**src/rtl/spi_pkg.sv**
```systemverilog
//============================================================================
// Module      : spi_pkg
// Description : Shared types and constants for the SPI master: FSM state
//               encoding, command codes and frame field widths.
// Revision    : 1.0 - initial release
//============================================================================
`timescale 1ns/1ps
`default_nettype none

package spi_pkg;

  // Frame sequencer states
  typedef enum logic [2:0] {
    IDLE  = 3'd0,
    SEL   = 3'd1,
    CMD   = 3'd2,
    SHIFT = 3'd3,
    GAP   = 3'd4,
    RECV  = 3'd5,
    DONE  = 3'd6
  } state_t;

  // Command type codes carried in cmd_data[9:8]
  localparam logic [1:0] CMD_WR_ADDR = 2'b00;
  localparam logic [1:0] CMD_WR_DATA = 2'b01;
  localparam logic [1:0] CMD_RD_ADDR = 2'b10;
  localparam logic [1:0] CMD_RD_DATA = 2'b11;

  localparam int PAYLOAD_BITS = 10;
  localparam int RD_BITS      = 8;

  // Larger of two integers, used to size the shared phase counter
  function automatic int max_int(input int a, input int b);
    return (a > b) ? a : b;
  endfunction

endpackage

`default_nettype wire

```
**src/rtl/spi_shift_reg.sv**
```systemverilog
//============================================================================
// Module      : spi_shift_reg
// Description : Generic MSB-first shift register with parallel load. Shifts
//               toward the MSB, taking shift_in at the LSB; load has
//               priority over shift.
// Revision    : 1.0 - initial release
//============================================================================
`timescale 1ns/1ps
`default_nettype none

module spi_shift_reg #(
  parameter int WIDTH = 8
) (
  input  logic             clk,
  input  logic             rst_n,
  input  logic             load,
  input  logic [WIDTH-1:0] load_data,
  input  logic             shift_en,
  input  logic             shift_in,
  output logic [WIDTH-1:0] q
);

  // Parallel load or single-bit shift toward the MSB
  always_ff @(posedge clk or negedge rst_n) begin
    if (!rst_n) begin
      q <= '0;
    end else if (load) begin
      q <= load_data;
    end else if (shift_en) begin
      q <= {q[WIDTH-2:0], shift_in};
    end
  end

endmodule

`default_nettype wire

```
**src/rtl/spi_master.sv**
```systemverilog
//============================================================================
// Module      : spi_master
// Description : SPI initiator clocked directly by clk. Accepts a 10-bit
//               command over valid/ready, frames it on SS_n/MOSI (select
//               cycle, type bit, 10 payload bits MSB first) and, for
//               read-data commands, captures an 8-bit reply from MISO after
//               RD_GAP idle cycles. SS_n stays high MIN_IDLE cycles after
//               each frame.
//               Optional build macro SPI_MASTER_RD_ORDER_CHECK_EN: reject
//               (err pulse, no frame) a read-data command that is not
//               preceded by a read-address command.
// Revision    : 1.0 - initial release
//============================================================================
`timescale 1ns/1ps
`default_nettype none

module spi_master
  import spi_pkg::*;
#(
  parameter int RD_GAP   = 2,
  parameter int MIN_IDLE = 1
) (
  input  logic       clk,
  input  logic       rst_n,
  input  logic       cmd_valid,
  output logic       cmd_ready,
  input  logic [9:0] cmd_data,
  output logic [7:0] rd_data,
  output logic       rd_valid,
  output logic       err,
  output logic       SS_n,
  output logic       MOSI,
  input  logic       MISO
);

  // One counter serves every multi-cycle phase (SHIFT, GAP, RECV, DONE)
  localparam int CNT_MAX = max_int(max_int(PAYLOAD_BITS, RD_BITS), max_int(RD_GAP, MIN_IDLE));
  localparam int CNT_W   = $clog2(CNT_MAX + 1);

  state_t                  state, state_nxt;
  logic [CNT_W-1:0]        cnt, cnt_nxt;
  logic                    is_rd, is_rd_nxt;
  logic                    ss_n_nxt, mosi_nxt;
  logic                    tx_load, tx_shift, rx_shift, rd_done;
  logic                    reject;
  logic [PAYLOAD_BITS-1:0] tx_q;
  logic [RD_BITS-1:0]      rx_q;
  logic                    unused_bits;

  assign cmd_ready   = (state == IDLE);
  assign unused_bits = ^{tx_q[PAYLOAD_BITS-2:0], rx_q[RD_BITS-1]};

  spi_shift_reg #(.WIDTH(PAYLOAD_BITS)) u_tx (
    .clk       (clk),
    .rst_n     (rst_n),
    .load      (tx_load),
    .load_data (cmd_data),
    .shift_en  (tx_shift),
    .shift_in  (1'b0),
    .q         (tx_q)
  );

  spi_shift_reg #(.WIDTH(RD_BITS)) u_rx (
    .clk       (clk),
    .rst_n     (rst_n),
    .load      (1'b0),
    .load_data ({RD_BITS{1'b0}}),
    .shift_en  (rx_shift),
    .shift_in  (MISO),
    .q         (rx_q)
  );

`ifdef SPI_MASTER_RD_ORDER_CHECK_EN
  logic rd_addr_sent;
  logic err_q;

  assign reject = (cmd_data[9:8] == CMD_RD_DATA) && !rd_addr_sent;
  assign err    = err_q;

  // Remember whether a read address has been sent since the last read-data frame
  always_ff @(posedge clk or negedge rst_n) begin
    if (!rst_n) begin
      rd_addr_sent <= 1'b0;
      err_q        <= 1'b0;
    end else begin
      err_q <= cmd_ready && cmd_valid && reject;
      if (cmd_ready && cmd_valid) begin
        if (cmd_data[9:8] == CMD_RD_ADDR) begin
          rd_addr_sent <= 1'b1;
        end else if (cmd_data[9:8] == CMD_RD_DATA) begin
          rd_addr_sent <= 1'b0;
        end
      end
    end
  end
`else
  assign reject = 1'b0;
  assign err    = 1'b0;
`endif

  // State, phase counter and latched command type
  always_ff @(posedge clk or negedge rst_n) begin
    if (!rst_n) begin
      state <= IDLE;
      cnt   <= '0;
      is_rd <= 1'b0;
    end else begin
      state <= state_nxt;
      cnt   <= cnt_nxt;
      is_rd <= is_rd_nxt;
    end
  end

  // Registered line outputs and read-reply capture
  always_ff @(posedge clk or negedge rst_n) begin
    if (!rst_n) begin
      SS_n     <= 1'b1;
      MOSI     <= 1'b0;
      rd_valid <= 1'b0;
      rd_data  <= '0;
    end else begin
      SS_n     <= ss_n_nxt;
      MOSI     <= mosi_nxt;
      rd_valid <= rd_done;
      if (rd_done) begin
        rd_data <= {rx_q[RD_BITS-2:0], MISO};
      end
    end
  end

  // Next state plus next values of the registered outputs. The line values
  // computed here appear on SS_n/MOSI during the following cycle.
  always_comb begin
    state_nxt = state;
    cnt_nxt   = cnt;
    is_rd_nxt = is_rd;
    ss_n_nxt  = 1'b1;
    mosi_nxt  = 1'b0;
    tx_load   = 1'b0;
    tx_shift  = 1'b0;
    rx_shift  = 1'b0;
    rd_done   = 1'b0;
    case (state)
      IDLE: begin
        if (cmd_valid) begin
          tx_load   = 1'b1;
          is_rd_nxt = (cmd_data[9:8] == CMD_RD_DATA);
          if (!reject) begin
            state_nxt = SEL;
            ss_n_nxt  = 1'b0;
          end
        end
      end
      SEL: begin
        // Type bit is the MSB of the freshly loaded command
        state_nxt = CMD;
        ss_n_nxt  = 1'b0;
        mosi_nxt  = tx_q[PAYLOAD_BITS-1];
      end
      CMD: begin
        state_nxt = SHIFT;
        cnt_nxt   = '0;
        ss_n_nxt  = 1'b0;
        mosi_nxt  = tx_q[PAYLOAD_BITS-1];
        tx_shift  = 1'b1;
      end
      SHIFT: begin
        if (cnt == CNT_W'(PAYLOAD_BITS - 1)) begin
          cnt_nxt = '0;
          if (is_rd) begin
            state_nxt = (RD_GAP == 0) ? RECV : GAP;
            ss_n_nxt  = 1'b0;
          end else begin
            state_nxt = DONE;
          end
        end else begin
          cnt_nxt  = cnt + CNT_W'(1);
          ss_n_nxt = 1'b0;
          mosi_nxt = tx_q[PAYLOAD_BITS-1];
          tx_shift = 1'b1;
        end
      end
      GAP: begin
        ss_n_nxt = 1'b0;
        if (cnt == CNT_W'(RD_GAP - 1)) begin
          state_nxt = RECV;
          cnt_nxt   = '0;
        end else begin
          cnt_nxt = cnt + CNT_W'(1);
        end
      end
      RECV: begin
        rx_shift = 1'b1;
        if (cnt == CNT_W'(RD_BITS - 1)) begin
          state_nxt = DONE;
          cnt_nxt   = '0;
          rd_done   = 1'b1;
        end else begin
          cnt_nxt  = cnt + CNT_W'(1);
          ss_n_nxt = 1'b0;
        end
      end
      DONE: begin
        if (cnt >= CNT_W'(MIN_IDLE - 1)) begin
          state_nxt = IDLE;
          cnt_nxt   = '0;
        end else begin
          cnt_nxt = cnt + CNT_W'(1);
        end
      end
      default: begin
        state_nxt = IDLE;
        cnt_nxt   = '0;
      end
    endcase
  end

endmodule

`default_nettype wire

```
**config.mk**
```make
export PLATFORM = sky130hd
export DESIGN_NAME = spi_master
export DESIGN_NICKNAME = d
export VERILOG_FILES = /design/src/rtl/spi_pkg.sv /design/src/rtl/spi_shift_reg.sv /design/src/rtl/spi_master.sv
export SDC_FILE = /design/constraint.sdc
export NUM_CORES = 1
export LEC_CHECK = 0
export ABC_AREA = 1
export CORE_ASPECT_RATIO = 2
export CORE_MARGIN = 3
export CORE_UTILIZATION = 35
export DETAILED_ROUTE_END_ITERATION = 10
export GPL_TIMING_DRIVEN = 0
export PLACE_DENSITY = 0.6
export SLEW_MARGIN = 15
export SYNTH_ARGS = -nofsm -noshare
export SYNTH_HDL_FRONTEND = slang
export SYNTH_HIERARCHICAL = 1
export SYNTH_SLANG_ARGS = --single-unit
```
**constraint.sdc**
```tcl
create_clock -name clk -period 1.8 [get_ports clk]
set_clock_uncertainty 0.1 [all_clocks]
set_input_delay 0.18 -clock clk [delete_from_list [all_inputs] [get_ports clk]]
set_output_delay 0.18 -clock clk [all_outputs]
set_load 0.1 [all_outputs]
```
; After elaboration in Yosys (flattened, before gate mapping)
; Cells that the tools add are included.
[classes]
n_addsub = 1
order_cmp = 1
n_eq_ne = 15
mux = 27
reduce_logical = 7
[op_table]
columns = cell, count
row1 = 3-bit one-hot mux with 7 select lines, 1
row2 = 10-bit 2-to-1 mux, 2
row3 = 4-bit one-hot mux with 5 select lines, 1
row4 = 4-bit 2-to-1 mux, 4
row5 = 3-bit 2-to-1 mux, 5
row6 = 1-bit 2-to-1 mux, 10
row7 = 2-bit inequality test (second input constant), 5
row8 = 3-bit equality test (second input constant), 3
row9 = 3-bit by 2-bit equality test with 1-bit output (second input constant), 2
row10 = 5-bit AND reduction, 1
row11 = 4-bit by 1-bit adder with 4-bit output (second input constant), 1
row12 = 4-bit by 1-bit equality test with 1-bit output (second input constant), 1
row13 = 4-bit by 3-bit equality test with 1-bit output (second input constant), 1
row14 = 4-bit equality test (second input constant), 1
row15 = 4-bit by 1-bit >= comparator with 1-bit output (second input constant), 1
row16 = 1-bit one-hot mux with 2 select lines, 2
row17 = 1-bit one-hot mux with 4 select lines, 1
row18 = 2-bit OR reduction, 2
row19 = 3-bit by 1-bit equality test with 1-bit output (second input constant), 1
row20 = 3-bit zero test, 1
row21 = 3-bit OR reduction, 1
row22 = 2-bit equality test (second input constant), 1
row23 = 2-bit 2-to-1 mux, 1
row24 = 2-bit AND reduction, 1
row25 = 2-bit nonzero test, 1
[word_totals]
regBits = 36
in_bits = 14
wordCells = 60

; Logic depth before layout (Yosys ltp)
[depth]
word_depth = 5
depth_mapped = 8

; Cells and area by module
; The synthesis kept the hierarchy.
[modules_own_cells]
columns = module, n_inst, cells_per_inst, area_per_inst_um2, seq_area_each_um2
row1 = spi_master, 1, 131, 1064.8, 476.7
row2 = spi_shift_reg at u_tx, 1, 54, 462.9, 250.2
row3 = spi_shift_reg at u_rx, 1, 44, 374.1, 200.2

; Worst setup path before layout
; Ideal clock, no wire load.
[synth_path]
kind = register to output
startpoint = register state[2]
endpoint = output port cmd_ready
arrival_ns = 1.320
t_required_ns = 1.520
setup_slack_ns = 0.200
stages_incl_launch_ff = 5
path_buffers = 1
cell_sequence = dfrtp_1 buf_4 nor2_4 nand2_1 inv_1
[synth_via]
elab_chain_cells = 1
[synth_rtl]
columns = item, line
row1 = "start, declared", spi_master.sv:40  ; state_t state, state_nxt;
row2 = "start signal, assigned", spi_master.sv:108  ; state <= state_nxt;
row3 = 3-bit zero test, spi_master.sv:50  ; assign cmd_ready = (state == IDLE);
row4 = "end, declared", spi_master.sv:26  ; output logic cmd_ready,
; No other way between the ends.

; Worst setup path after layout
[layout_path]
startpoint = register rd_data[5]
endpoint = output port rd_data[5]
[layout_lines]
columns = item, line
row1 = "start, declared", spi_master.sv:28  ; output logic [7:0] rd_data,
row2 = "start signal, assigned", spi_master.sv:126  ; rd_data <= {rx_q[RD_BITS-2:0], MISO};
; No word-level cell between the ends.

==> metrics <==
FP Rows 36; Crit path buffers/inverters 1; syn avg cell area 8.30 µm²; Total GRT Usage 14.3%; post-layout instance count excluding filler cells 325; Final Net Count 283; Die ar. 6280 µm²; number of global-route vias before repair 1,521; clock sinks 36; synthesized instance count 224; Max-cap violations 0; Final Hold Viols 0; status complete, no violations; Die H 109 µm; Total Wirelength 3850 µm; cts bufs inserted 5; fin crit share 97.6%; die width 57.5 µm; placed insts 316; # diodes 0; Iter 0 DRT Violations 36; drt pass-1 iters 4; clk slew on worst S/H paths 80 ps; Hold Crit Class primary input to async pin; DR vias/cell 4.66; P per Cell Area 1320 nW/µm²; Synth warnings 6; Final setup viols 0; setup bufs post-CTS 0; final setup margin 42.8 ps; Crit path arrival time 1480 ps; Crit. End Element primary output; I/O pins 27; cell area after synthesis 1860 µm²; gr ovfl total 0; CTS tree yes; worst-margin pin slew 954 ps; critical path required time 1520 ps; routed wire length per instance 11.8 µm; dpl hpwl 2910 µm; R2R depth 6; Area growth syn-to-layout 25.5%; Cell Chain, Critical Path dlygate4sd2_1; r2r setup slk 120 ps; Core ar. 5000 µm²; clk_lat worst skew 290 ps; maximum vdd ir drop 0.965 mV; DRC 0; FF-to-FF End u_tx/q[8]$_DFFE_PN0P_; Starting Density 37.2%; critical path fanouts, max 2; startpoint type of the worst setup path register; CP Class register to primary output; Leakage Power 1.15 nW; pins over their slew limit 0; reg-to-reg startpoint state[1]$_DFFE_PN0P_; Largest stage delay, worst path 850 ps; H-tree level count 2; Final min period 1760 ps; fmax 569 MHz; fraction of layout cells with a size suffix above 1 17.9%; Crit path max-delay family buffers and inverters; pre-CTS WS -472 ps; Via Count 1,513; Port Buf Inserts 25; CP max stage cell dlygate4sd2_1; gpl congestion 0.863; first-pass GRT wire length 6910 µm; pin count of the biggest net entering global routing 23; CTS root buf clkbuf_8; Slew Limit Headroom 36.6%; RSZ-0062 raised after global routing true; initial antenna violation count 0; buffer levels on the longest clock path 2; remaining antenna violation count after routing 0
==> power by group <==
group	leakage (nW)	switching, W	internal [W]
sequential	0.461	0.000156	0.00103
clock	0.0515	0.000292	0.000349
combinational	0.634	0.000835	0.000424
==> worst max-delay path by stage <==
stage,from,end,slack [ps],depth (start not counted)
after floorplan,state[2]$_DFFE_PN0P_,cmd_ready,200,4
after CTS,rd_data[6]$_DFFE_PN0P_,rd_data[6],8,1
final,rd_data[5]$_DFFE_PN0P_,rd_data[5],40,1
after global routing,state[1]$_DFFE_PN0P_,u_tx/q[9]$_DFFE_PN0P_,-20,6
after global placement,state[1]$_DFFE_PN0P_,cmd_ready,-480,4
after detailed placement,state[2]$_DFFE_PN0P_,cmd_ready,-470,5
==> layout by cell type (no fill, tap or decap), types with 2 or more instances in the layout <==
cell type and instances:
conb_1 10, clkbuf_8 7, nand3_1 46, ha_1 2
nand2_4 3, inv_1 6, clkdlybuf4s50_1 12, nor2_1 11
inv_2 6, a21oi_2 2, buf_4 4, nor2_2 2
dlygate4sd2_1 3, o21ai_0 3, clkdlybuf4s15_1 4, nand2_2 4
a21oi_1 2, nand2_1 80, clkbuf_2 3, dfrtp_1 35
buf_6 4, nor2_4 6
==> repair_timing <==
| item | CTS | global route |
|---|---|---|
| resized for setup | 22 | 9 |
| hold endpoints to repair | 14 | 0 |
| endpoints found under the setup margin | 18 | 9 |
| hold buffers | 1 | 0 |
==> sequential cells by signal (all words and copies together), names as in the netlist <==
name and cells:
MOSI 1, SS_n 1, cnt 4, is_rd 1, rd_data 8, rd_valid 1
state 3, u_rx/q 7, u_tx/q 10
==> layout make-up <==
class	instances	area, µm²
Sequential cell	36	902
Clock buffer	8	100
Multi-Input combinational cell	177	873
Timing Repair Buffer	27	267
Fill cell	480	2670
Inverter	13	56.3
Tap cell	57	71.3
Buffer	7	63.8
==> routing by layer <==
metal	GRT usage, %	up-vias	share of wire (%)
met5	0	-	0
met3	2.84	10	2.8
met1	15.7	689	40
met4	8.29	0	2.8
met2	24.9	20	54
li1	-	794	-
==> per-stage QoR <==
stage	setup TNS, ps	util [%]	power [W]	cell area (µm²)	hold slack [ps]
5_1_grt	-40.1	46.7	0.00334	2330	269
3_5_place_dp	-577	44.7	0.00248	2240	31.8
4_1_cts	0	46.8	0.00313	2340	251
3_3_place_gp	-15950	44.3	0.00246	2210	359
2_1_floorplan	0	-	0.00218	1890	-216
6_report	0	46.7	0.00309	2330	240
No activity file was read; power rests on OpenSTA's default activity.
